<file path="config.mk">
export PLATFORM = sky130hd
export DESIGN_NAME = uart_tx_scheduler
export DESIGN_NICKNAME = d
export VERILOG_FILES = /design/src/rtl/uart_pkg.sv /design/src/rtl/rr_arbiter.sv /design/src/rtl/uart_tx_scheduler.sv
export SDC_FILE = /design/constraint.sdc
export NUM_CORES = 1
export LEC_CHECK = 0
export BUFFER_PORTS_ARGS = -buffer_cell sky130_fd_sc_hd__buf_2
export CELL_PAD_IN_SITES_DETAIL_PLACEMENT = 1
export CELL_PAD_IN_SITES_GLOBAL_PLACEMENT = 1
export CORE_ASPECT_RATIO = 0.9
export CORE_MARGIN = 1
export CORE_UTILIZATION = 34
export CTS_CLUSTER_SIZE = 8
export DETAILED_ROUTE_END_ITERATION = 16
export PLACE_DENSITY_LB_ADDON = 0.1
export SYNTH_ARGS = -nofsm -noshare
export SYNTH_HDL_FRONTEND = slang
export SYNTH_HIERARCHICAL = 1
export SYNTH_SLANG_ARGS = --single-unit
</file>
<file path="constraint.sdc">
create_clock -name clock -period 3.59 [get_ports clock]
set_clock_uncertainty 0.2 [all_clocks]
set_input_delay 0.359 -clock clock [delete_from_list [all_inputs] [get_ports clock]]
set_output_delay 0.359 -clock clock [all_outputs]
set_load 0.005 [all_outputs]
</file>
<file path="src/rtl/uart_pkg.sv">
// Shared definitions for the UART transmit path: baud select codes (also
// decoded by the baud generator) and the scheduler state encoding.
package uart_pkg;

  localparam logic [1:0] BAUD24  = 2'b00;
  localparam logic [1:0] BAUD48  = 2'b01;
  localparam logic [1:0] BAUD96  = 2'b10;
  localparam logic [1:0] BAUD192 = 2'b11;

  typedef enum logic [1:0] {
    IDLE      = 2'd0,
    LAUNCH    = 2'd1,
    WAIT_BUSY = 2'd2,
    WAIT_DONE = 2'd3
  } sched_state_t;

endpackage

</file>
<file path="src/rtl/rr_arbiter.sv">
// Combinational round-robin arbiter. The slot after last_grant has the
// highest priority, wrapping modulo N. Also intended for the Rx buffer drain.
module rr_arbiter #(
  parameter int N = 4,
  localparam int IW = $clog2(N)
) (
  input  logic [N-1:0]  req,
  input  logic [IW-1:0] last_grant,
  output logic [N-1:0]  grant,
  output logic [IW-1:0] grant_idx,
  output logic          any_req
);

  logic [IW-1:0] slot;

  // Scan from the farthest slot to the nearest so the nearest hit is written last and wins
  always_comb begin
    grant     = '0;
    grant_idx = '0;
    slot      = '0;
    any_req   = |req;
    for (int off = N; off >= 1; off--) begin
      slot = IW'((int'(last_grant) + off) % N);
      if (req[slot]) begin
        grant       = '0;
        grant[slot] = 1'b1;
        grant_idx   = slot;
      end
    end
  end

endmodule

</file>
<file path="src/rtl/uart_tx_scheduler.sv">
// Shares one UART transmitter between NUM_REQ byte requesters in round-robin
// order and owns the baud select, changing it only while no frame is active.
//
// Requester handshake: a byte moves when req_valid[i] and req_ready[i] are both
// high at a rising clock edge. req_ready is one-hot, combinational, and only
// asserted in IDLE when no baud change is waiting; req_valid may be withdrawn
// at any time without a transfer, and req_data is sampled only on that edge.
module uart_tx_scheduler
  import uart_pkg::*;
#(
  parameter int          NUM_REQ       = 4,
  parameter logic [1:0]  BAUD_DEFAULT  = BAUD192,
  parameter int          START_TIMEOUT = 16,
  localparam int         IDW           = $clog2(NUM_REQ)
) (
  input  logic                 clock,
  input  logic                 reset_n,
  input  logic [NUM_REQ-1:0]   req_valid,
  input  logic [8*NUM_REQ-1:0] req_data,
  output logic [NUM_REQ-1:0]   req_ready,
  input  logic                 cfg_update,
  input  logic [1:0]           cfg_baud,
  output logic [1:0]           baud_rate,
  output logic                 tx_start,
  output logic [7:0]           tx_data,
  input  logic                 tx_busy,
  output logic [IDW-1:0]       grant_id,
  output logic                 sched_busy,
  output logic                 frame_done,
  output logic                 err_timeout,
  output sched_state_t         state_dbg
);

  localparam int CW = (START_TIMEOUT > 2) ? $clog2(START_TIMEOUT) : 1;

  sched_state_t   state_q, state_d;
  logic [1:0]     baud_q, pend_baud_q;
  logic           pend_q;
  logic [IDW-1:0] last_grant_q, grant_id_q;
  logic [7:0]     tx_data_q;
  logic           frame_done_q, err_q;
  logic [CW-1:0]  cnt_q;

  logic [NUM_REQ-1:0] arb_grant;
  logic [IDW-1:0]     arb_idx;
  logic               arb_any;
  logic [7:0]         sel_byte;
  logic               cfg_apply, take, busy_timeout;

  rr_arbiter #(.N(NUM_REQ)) u_arb (
    .req        (req_valid),
    .last_grant (last_grant_q),
    .grant      (arb_grant),
    .grant_idx  (arb_idx),
    .any_req    (arb_any)
  );

  // A pending (or same-cycle) baud change in IDLE wins over a new grant
  assign cfg_apply = (state_q == IDLE) && (pend_q || cfg_update);
  assign take      = (state_q == IDLE) && !cfg_apply && arb_any;

  // The counter stops one short of START_TIMEOUT-1; the next increment would reach it
  assign busy_timeout = (state_q == WAIT_BUSY) && !tx_busy &&
                        (cnt_q == CW'(START_TIMEOUT - 2));

  // Pick the granted requester's byte
  always_comb begin
    sel_byte = '0;
    for (int i = 0; i < NUM_REQ; i++) begin
      if (arb_idx == IDW'(i)) sel_byte = req_data[8*i +: 8];
    end
  end

  // State register
  always_ff @(posedge clock or negedge reset_n) begin
    if (!reset_n) state_q <= IDLE;
    else          state_q <= state_d;
  end

  // Next state and combinational outputs
  always_comb begin
    state_d    = state_q;
    req_ready  = '0;
    tx_start   = 1'b0;
    sched_busy = (state_q != IDLE);
    case (state_q)
      IDLE: begin
        if (take) begin
          req_ready = arb_grant;
          state_d   = LAUNCH;
        end
      end
      LAUNCH: begin
        tx_start = 1'b1;
        state_d  = WAIT_BUSY;
      end
      WAIT_BUSY: begin
        if (tx_busy)           state_d = WAIT_DONE;
        else if (busy_timeout) state_d = IDLE;
      end
      WAIT_DONE: begin
        if (!tx_busy) state_d = IDLE;
      end
      default: state_d = IDLE;
    endcase
  end

  // Baud configuration: capture at any time, apply only in IDLE
  always_ff @(posedge clock or negedge reset_n) begin
    if (!reset_n) begin
      baud_q      <= BAUD_DEFAULT;
      pend_baud_q <= BAUD_DEFAULT;
      pend_q      <= 1'b0;
    end else if (cfg_apply) begin
      baud_q <= cfg_update ? cfg_baud : pend_baud_q;
      pend_q <= 1'b0;
    end else if (cfg_update) begin
      pend_baud_q <= cfg_baud;
      pend_q      <= 1'b1;
    end
  end

  // Grant bookkeeping, start-timeout counter and completion pulses
  always_ff @(posedge clock or negedge reset_n) begin
    if (!reset_n) begin
      last_grant_q <= IDW'(NUM_REQ - 1);
      grant_id_q   <= '0;
      tx_data_q    <= '0;
      cnt_q        <= '0;
      frame_done_q <= 1'b0;
      err_q        <= 1'b0;
    end else begin
      if (take) begin
        tx_data_q    <= sel_byte;
        grant_id_q   <= arb_idx;
        last_grant_q <= arb_idx;
      end
      if (state_q == LAUNCH) cnt_q <= '0;
      else if ((state_q == WAIT_BUSY) && !tx_busy && !busy_timeout) cnt_q <= cnt_q + 1'b1;
      frame_done_q <= (state_q == WAIT_DONE) && !tx_busy;
      err_q        <= busy_timeout;
    end
  end

  assign baud_rate   = baud_q;
  assign tx_data     = tx_data_q;
  assign grant_id    = grant_id_q;
  assign frame_done  = frame_done_q;
  assign err_timeout = err_q;
  assign state_dbg   = state_q;

endmodule

</file>
# == Yosys cells after proc, flatten, opt, wreduce, memory -nomap -nowiden ==
# Index checks and enable logic that the tools add are counted.
# op_classes
n_addsub,5
magnitude_cmp,8
n_eq_ne,10
mux,41
reduce_logical,22
# op_table
cell,n
4-bit 2-to-1 mux,8
8-bit 2-to-1 mux,4
2-bit 2-to-1 mux,9
2-bit by 3-bit < comparator with 1-bit output (second input constant),4
1-bit logical AND,11
1-bit 2-to-1 mux,11
1-bit binary-select mux with 2-bit select,4
1-bit demux with 2-bit select,4
2-bit == test (second input constant),4
2-bit by 1-bit greater-or-equal comparator with 1-bit output (second input constant),4
2-bit one-hot mux with 4 select lines,1
2-bit nonzero test,3
2-bit by 1-bit adder with 2-bit output (second input constant),2
2-bit adder (second input constant),2
4-bit by 1-bit adder with 4-bit output (second input constant),1
2-bit by 1-bit == test with 1-bit output (second input constant),2
4-bit == test (second input constant),1
2-bit logical NOT,2
2-bit != test (second input constant),2
4-bit OR reduction,1
1-bit logical NOT,3
3-bit != test (second input constant),1
3-bit AND reduction,1
1-bit logical OR,1
# word_totals
regBits,25
input_bits,42
out_inout_bits,22

# == Longest topological paths before layout ==
# depth
word_depth,12
mapped_depth,12
mapped_depth_nobuf,8

# == Cells and area by module ==
# Netlist, hierarchy kept.
# modules_own_cells
mod,instances,cells_per_inst,area_each_um2
uart_tx_scheduler,1,100,1325.0
rr_arbiter,1,65,490.5

# == Least setup slack after synthesis ==
# No wires, ideal clock.
# synth_path
path_kind,reg-to-reg
startpoint,reg last_grant_q[0]
endpoint,reg tx_data_q[1] (netlist: tx_data[1])
setup_ns,0.125
arrival_time_ns,3.252
t_required_ns,3.265
setup_slack_ns,0.012
path_stages_with_launch,13
n_path_buf,4
period_less_slack_ns,3.578
cell_sequence,dfstp_2 > buf_6 > buf_2 > inv_1 > ha_1 > buf_2 > mux2_2 > mux2i_2 > o211ai_1 > o21ai_0 > buf_6 > mux4_2 > mux2_4
# synth_via
elab_chain_cells,12
# synth_lines
item,line_no,source
from (decl),uart_tx_scheduler.sv:39,"logic [IDW-1:0] last_grant_q, grant_id_q;"
from (signal assigned),uart_tx_scheduler.sv:126,last_grant_q <= IDW'(NUM_REQ - 1);
from (signal assigned),uart_tx_scheduler.sv:136,last_grant_q <= arb_idx;
2-bit by 1-bit adder with 2-bit output,rr_arbiter.sv:23,slot = IW'((int'(last_grant) + off) % N);
1-bit binary-select mux with 2-bit select,rr_arbiter.sv:24,if (req[slot]) begin
1-bit 2-to-1 mux (implied by the code),rr_arbiter.sv:24,
2-bit 2-to-1 mux (3 in a row),rr_arbiter.sv:24,
2-bit 2-to-1 mux (*),rr_arbiter.sv:24,
net arb_idx[0],uart_tx_scheduler.sv:45,logic [IDW-1:0] arb_idx;
2-bit logical NOT,uart_tx_scheduler.sv:70,if (arb_idx == IDW'(i)) sel_byte = req_data[8*i +: 8];
8-bit 2-to-1 mux (3 in a row),uart_tx_scheduler.sv:70,
8-bit 2-to-1 mux (*),uart_tx_scheduler.sv:70,
to (signal assigned),uart_tx_scheduler.sv:134,tx_data_q <= sel_byte;
to (decl),uart_tx_scheduler.sv:40,logic [7:0] tx_data_q;
# Mark *: on every way through the listed nets, which the timed path passes. The rest lies on a longest branch. The select of a mux whose other input is x is not followed.
# A chain may end at the register's enable or synchronous reset.

# == Final worst setup path ==
# layout_path
startpoint,reg last_grant_q[1]
endpoint,reg tx_data_q[2] (netlist: tx_data[2])
# Same word-level chain as after synthesis.

==> results by group <==
Global route
  – Gr ovfl total: 0
  – First-pass GRT wire length: 7820 um
  – Largest net degree at the start of global routing: 26
  – GRT Total Usage: 17.7%
  – Vias in the first global route: 1,617
  – Initial antenna violation count: 0

Die
  – Die Y: 71.3 um
  – Initial core utilization: 36.4%
  – Rows: 24
  – Chip width: 79.0 um
  – Core Area: 0.00498 sq mm
  – Die area: 0.00564 sq mm
  – Io pins: 64

Synth
  – Yosys warning count: 6
  – Cells after Synth: 165
  – Post-synth EDFFs: 0
  – Synth Register Bits: 25
  – Mux contribution to synthesized area: 28.5%
  – Synth cell types: 35
  – Top FF cell, synth: dfrtp_1
  – Syn Area/Cell: 11.0 sq um
  – Compound-Gate Fraction of Synth Area: 9.86%
  – Largest family of logic cells by synthesized area: multiplexers
  – Synth Area in Simple Gates: 15.4%
  – Sequential share of the synthesized area: 34.9%
  – Post-Synth Adder-Cell Area: 5.51%
  – Fraction of registers with async set/reset: 100%
  – Syn Nets: 215
  – Post-Synth XOR/XNOR Area: 0%
  – Synth Cell Area: 0.00182 sq mm

Timing
  – Slew HR: 63.3%
  – Worst Tran Pin Value: 551 ps
  – Final min period: 3250 ps
  – Final setup viols: 0
  – Max Slew Vio Count: 0
  – Tcrit/Tclk final: 90.5%
  – Hold Vio Cnt, Final: 0
  – Setup TNS: 0 ps
  – RSZ-0062 raised after global routing: no
  – F_max: 308 MHz

Placed design
  – Placed Area: 0.00217 sq mm
  – Inst Count DP: 287
  – GP Congestion: 0.799
  – Final HPWL DP: 3510 um
  – Number of port buffers: 63

Worst setup path
  – RR Startpoint: last_grant_q[1]
  – Reg2reg end: tx_data[2]
  – Crit-path max FO: 10
  – Critical path's slowest cell: dfstp_2
  – CP dominant cell by count: mux4_2
  – Worst Path Required: 3550 ps
  – Critical path's largest stage delay: 580 ps
  – Endpoint class of the critical path: flop
  – R2r worst-path depth: 9
  – Critical path class: reg2reg
  – Startpoint Class: flop
  – R2R Setup Slk: 340 ps
  – CP Cell Sequence: inv_1, ha_2, mux4_2, a21oi_1, o211ai_1, o21ai_1, buf_4, mux4_2, mux2_4
  – CP Launch Point: last_grant_q[1]
  – Crit path DAT: 3210 ps

Flow run
  – Max-Cap Viols: 0

Finish
  – Area delta synth->final: 22.9%
  – Layout Cells excl Fill: 293
  – Share of cells above drive strength 1: 48.2%
  – Register area: 633 sq um
  – Fillers: 601
  – Ant. Diodes: 0
  – Multi-input logic area: 0.00108 sq mm
  – Fin area: 0.00223 sq mm
  – Post-layout util: 44.8%
  – Nets: 279

Clock tree
  – CTS Buf Count: 3
  – CTS tree: built
  – Root Buffer: clkbuf_8
  – Clk_lat worst skew: 270 ps
  – Clock slew at reported path FFs: 90 ps
  – CTS sink count: 25
  – CTS H-tree lvls: 1
  – CTS Buffer Depth: 2

Pwr
  – Pwr/cell area: 884 mW/mm^2
  – Sequential Power Share: 27.6%
  – Leak Pwr: 0.00108 uW
  – Switch share: 41.3%
  – Combinational share of power: 63.7%
  – Clock share of power: 8.7%
  – NetSw: 814 uW
  – Pwr Total: 1970 uW
  – Worst ir drop on vdd: 0.000287 V
  – Int Power: 1160 uW

Min path
  – Worst Hold Class: in2reg
  – Hold EP: baud_rate[0]
  – Worst Hold Launch: cfg_update
  – WHS Path Cells: 2

Route
  – Total Wirelength: 4510 um
  – Routed via count: 1,553
  – Initial DRC count: 46
  – Final ANT Viol Nets: 0
  – First-pass DRT Iterations: 4
  – DRC errors left: 0
  – Wire per inst: 15.4 um
  – Via density per instance: 5.30

Run status
  – Status: finished clean
[final cells by class]
cell class	count	area share, %
sequential	25	28.4
clock buffer	3	1.85
inverter	10	1.68
multi-input combinational	121	48.3
tap	65	3.64
timing repair buffer	68	15.9
clock inverter	1	0.224
[repair_timing]
action	CTS	global route
hold buffers	1	0
setup endpoints to repair	0	12
hold endpoints to repair	19	0
resized for setup	0	1
buffers inserted	0	1
[Yosys cell counts (2+ instances only)]
master	instances	area, sq um
a21oi_1	2	10.0
a221oi_1	2	17.5
a31oi_1	6	37.5
a41oi_1	3	26.3
and3_1	2	12.5
buf_2	4	20.0
buf_6	4	45.0
dfrtp_1	19	475
dfstp_2	6	158
ha_1	8	100
inv_1	10	37.5
mux2_2	13	146
mux2_4	5	75.1
mux2i_1	8	80.1
mux4_2	9	203
nand2_1	17	63.8
nand3_1	7	35.0
nand4b_1	4	35.0
nor2_1	12	45.0
nor2b_1	2	12.5
o211ai_1	3	22.5
o21a_1	2	15.0
o21ai_0	5	25.0
[logic make-up (layout without fill, tap and decap cells)]
group | Yosys count | after routing
muxes | 36 | 36
adders and majority gates | 8 | 8
AOI/OAI and AO/OA | 25 | 25
DFF | 25 | 25
and+or+nand+nor | 52 | 52
buffers and inverters | 19 | 82
[state kept, by name, summed over array words and instances (netlist names)]
| signal | flops |
|---|---|
| pend_q | 1 |
| tx_data | 8 |
| last_grant_q | 2 |
| state_dbg | 2 |
| grant_id | 2 |
| err_timeout | 1 |
| pend_baud_q | 2 |
| cnt_q | 4 |
| baud_rate | 2 |
| frame_done | 1 |
[critical path, delay by kind of cell (launching register included)]
kind / cells / cell delay [ps]
muxes: 3 / 1210
adders and majority gates: 1 / 440
buffers and inverters: 2 / 340
AOI/OAI and AO/OA: 3 / 360
DFF: 1 / 580
[layout by cell type (no fill, tap or decap), types with 2 or more instances in the layout]
cell	n
o21a_1	2
a41oi_1	3
mux2_4	5
a21oi_1	2
buf_2	63
nand4b_1	4
a31oi_1	6
a221oi_1	2
dfstp_2	6
mux2_2	13
nor2b_1	2
dfrtp_1	19
clkbuf_8	3
mux2i_1	8
nand2_1	17
buf_4	4
ha_1	7
and3_1	2
nor2_1	12
o211ai_1	3
inv_1	10
o21ai_0	4
mux4_2	9
nand3_1	7
[routing by layer]
layer / global-route usage (%) / part of all wire, % / vias to the layer above / wire, um
met4: 2.63 / 0.78 / 0 / 35
met5: 0 / 0 / - / 0
met1: 21.8 / 43 / 756 / 1960
met3: 4.59 / 6.5 / 6 / 291
met2: 31.6 / 49 / 57 / 2220
li1: - / - / 734 / -
[how the worst max path moves through the flow]
stage | end | cells past startpoint
after floorplan | tx_data[1] | 12
after global placement | tx_data[4] | 9
after detailed placement | tx_data[5] | 9
after CTS | tx_data[5] | 9
after global routing | req_ready[0] | 10
final | tx_data[2] | 9
[power by group through the flow]
stage | clock (uW) | combinational, uW | sequential (uW)
finish | 171 | 1260 | 546
global placement | 0 | 1180 | 554
global route | 188 | 1390 | 567
floorplan | 0 | 960 | 534
CTS | 173 | 1240 | 562
detailed placement | 0 | 1240 | 564
[per-stage QoR]
stage          setup WS (ps)  hold WS [ps]
5_1_grt                  177          95.9
3_3_place_gp             308           178
3_5_place_dp             158           188
2_1_floorplan           12.5          -137
6_report                 339           103
4_1_cts                  136           103
Note: power is estimated with default switching activity, not from simulation.
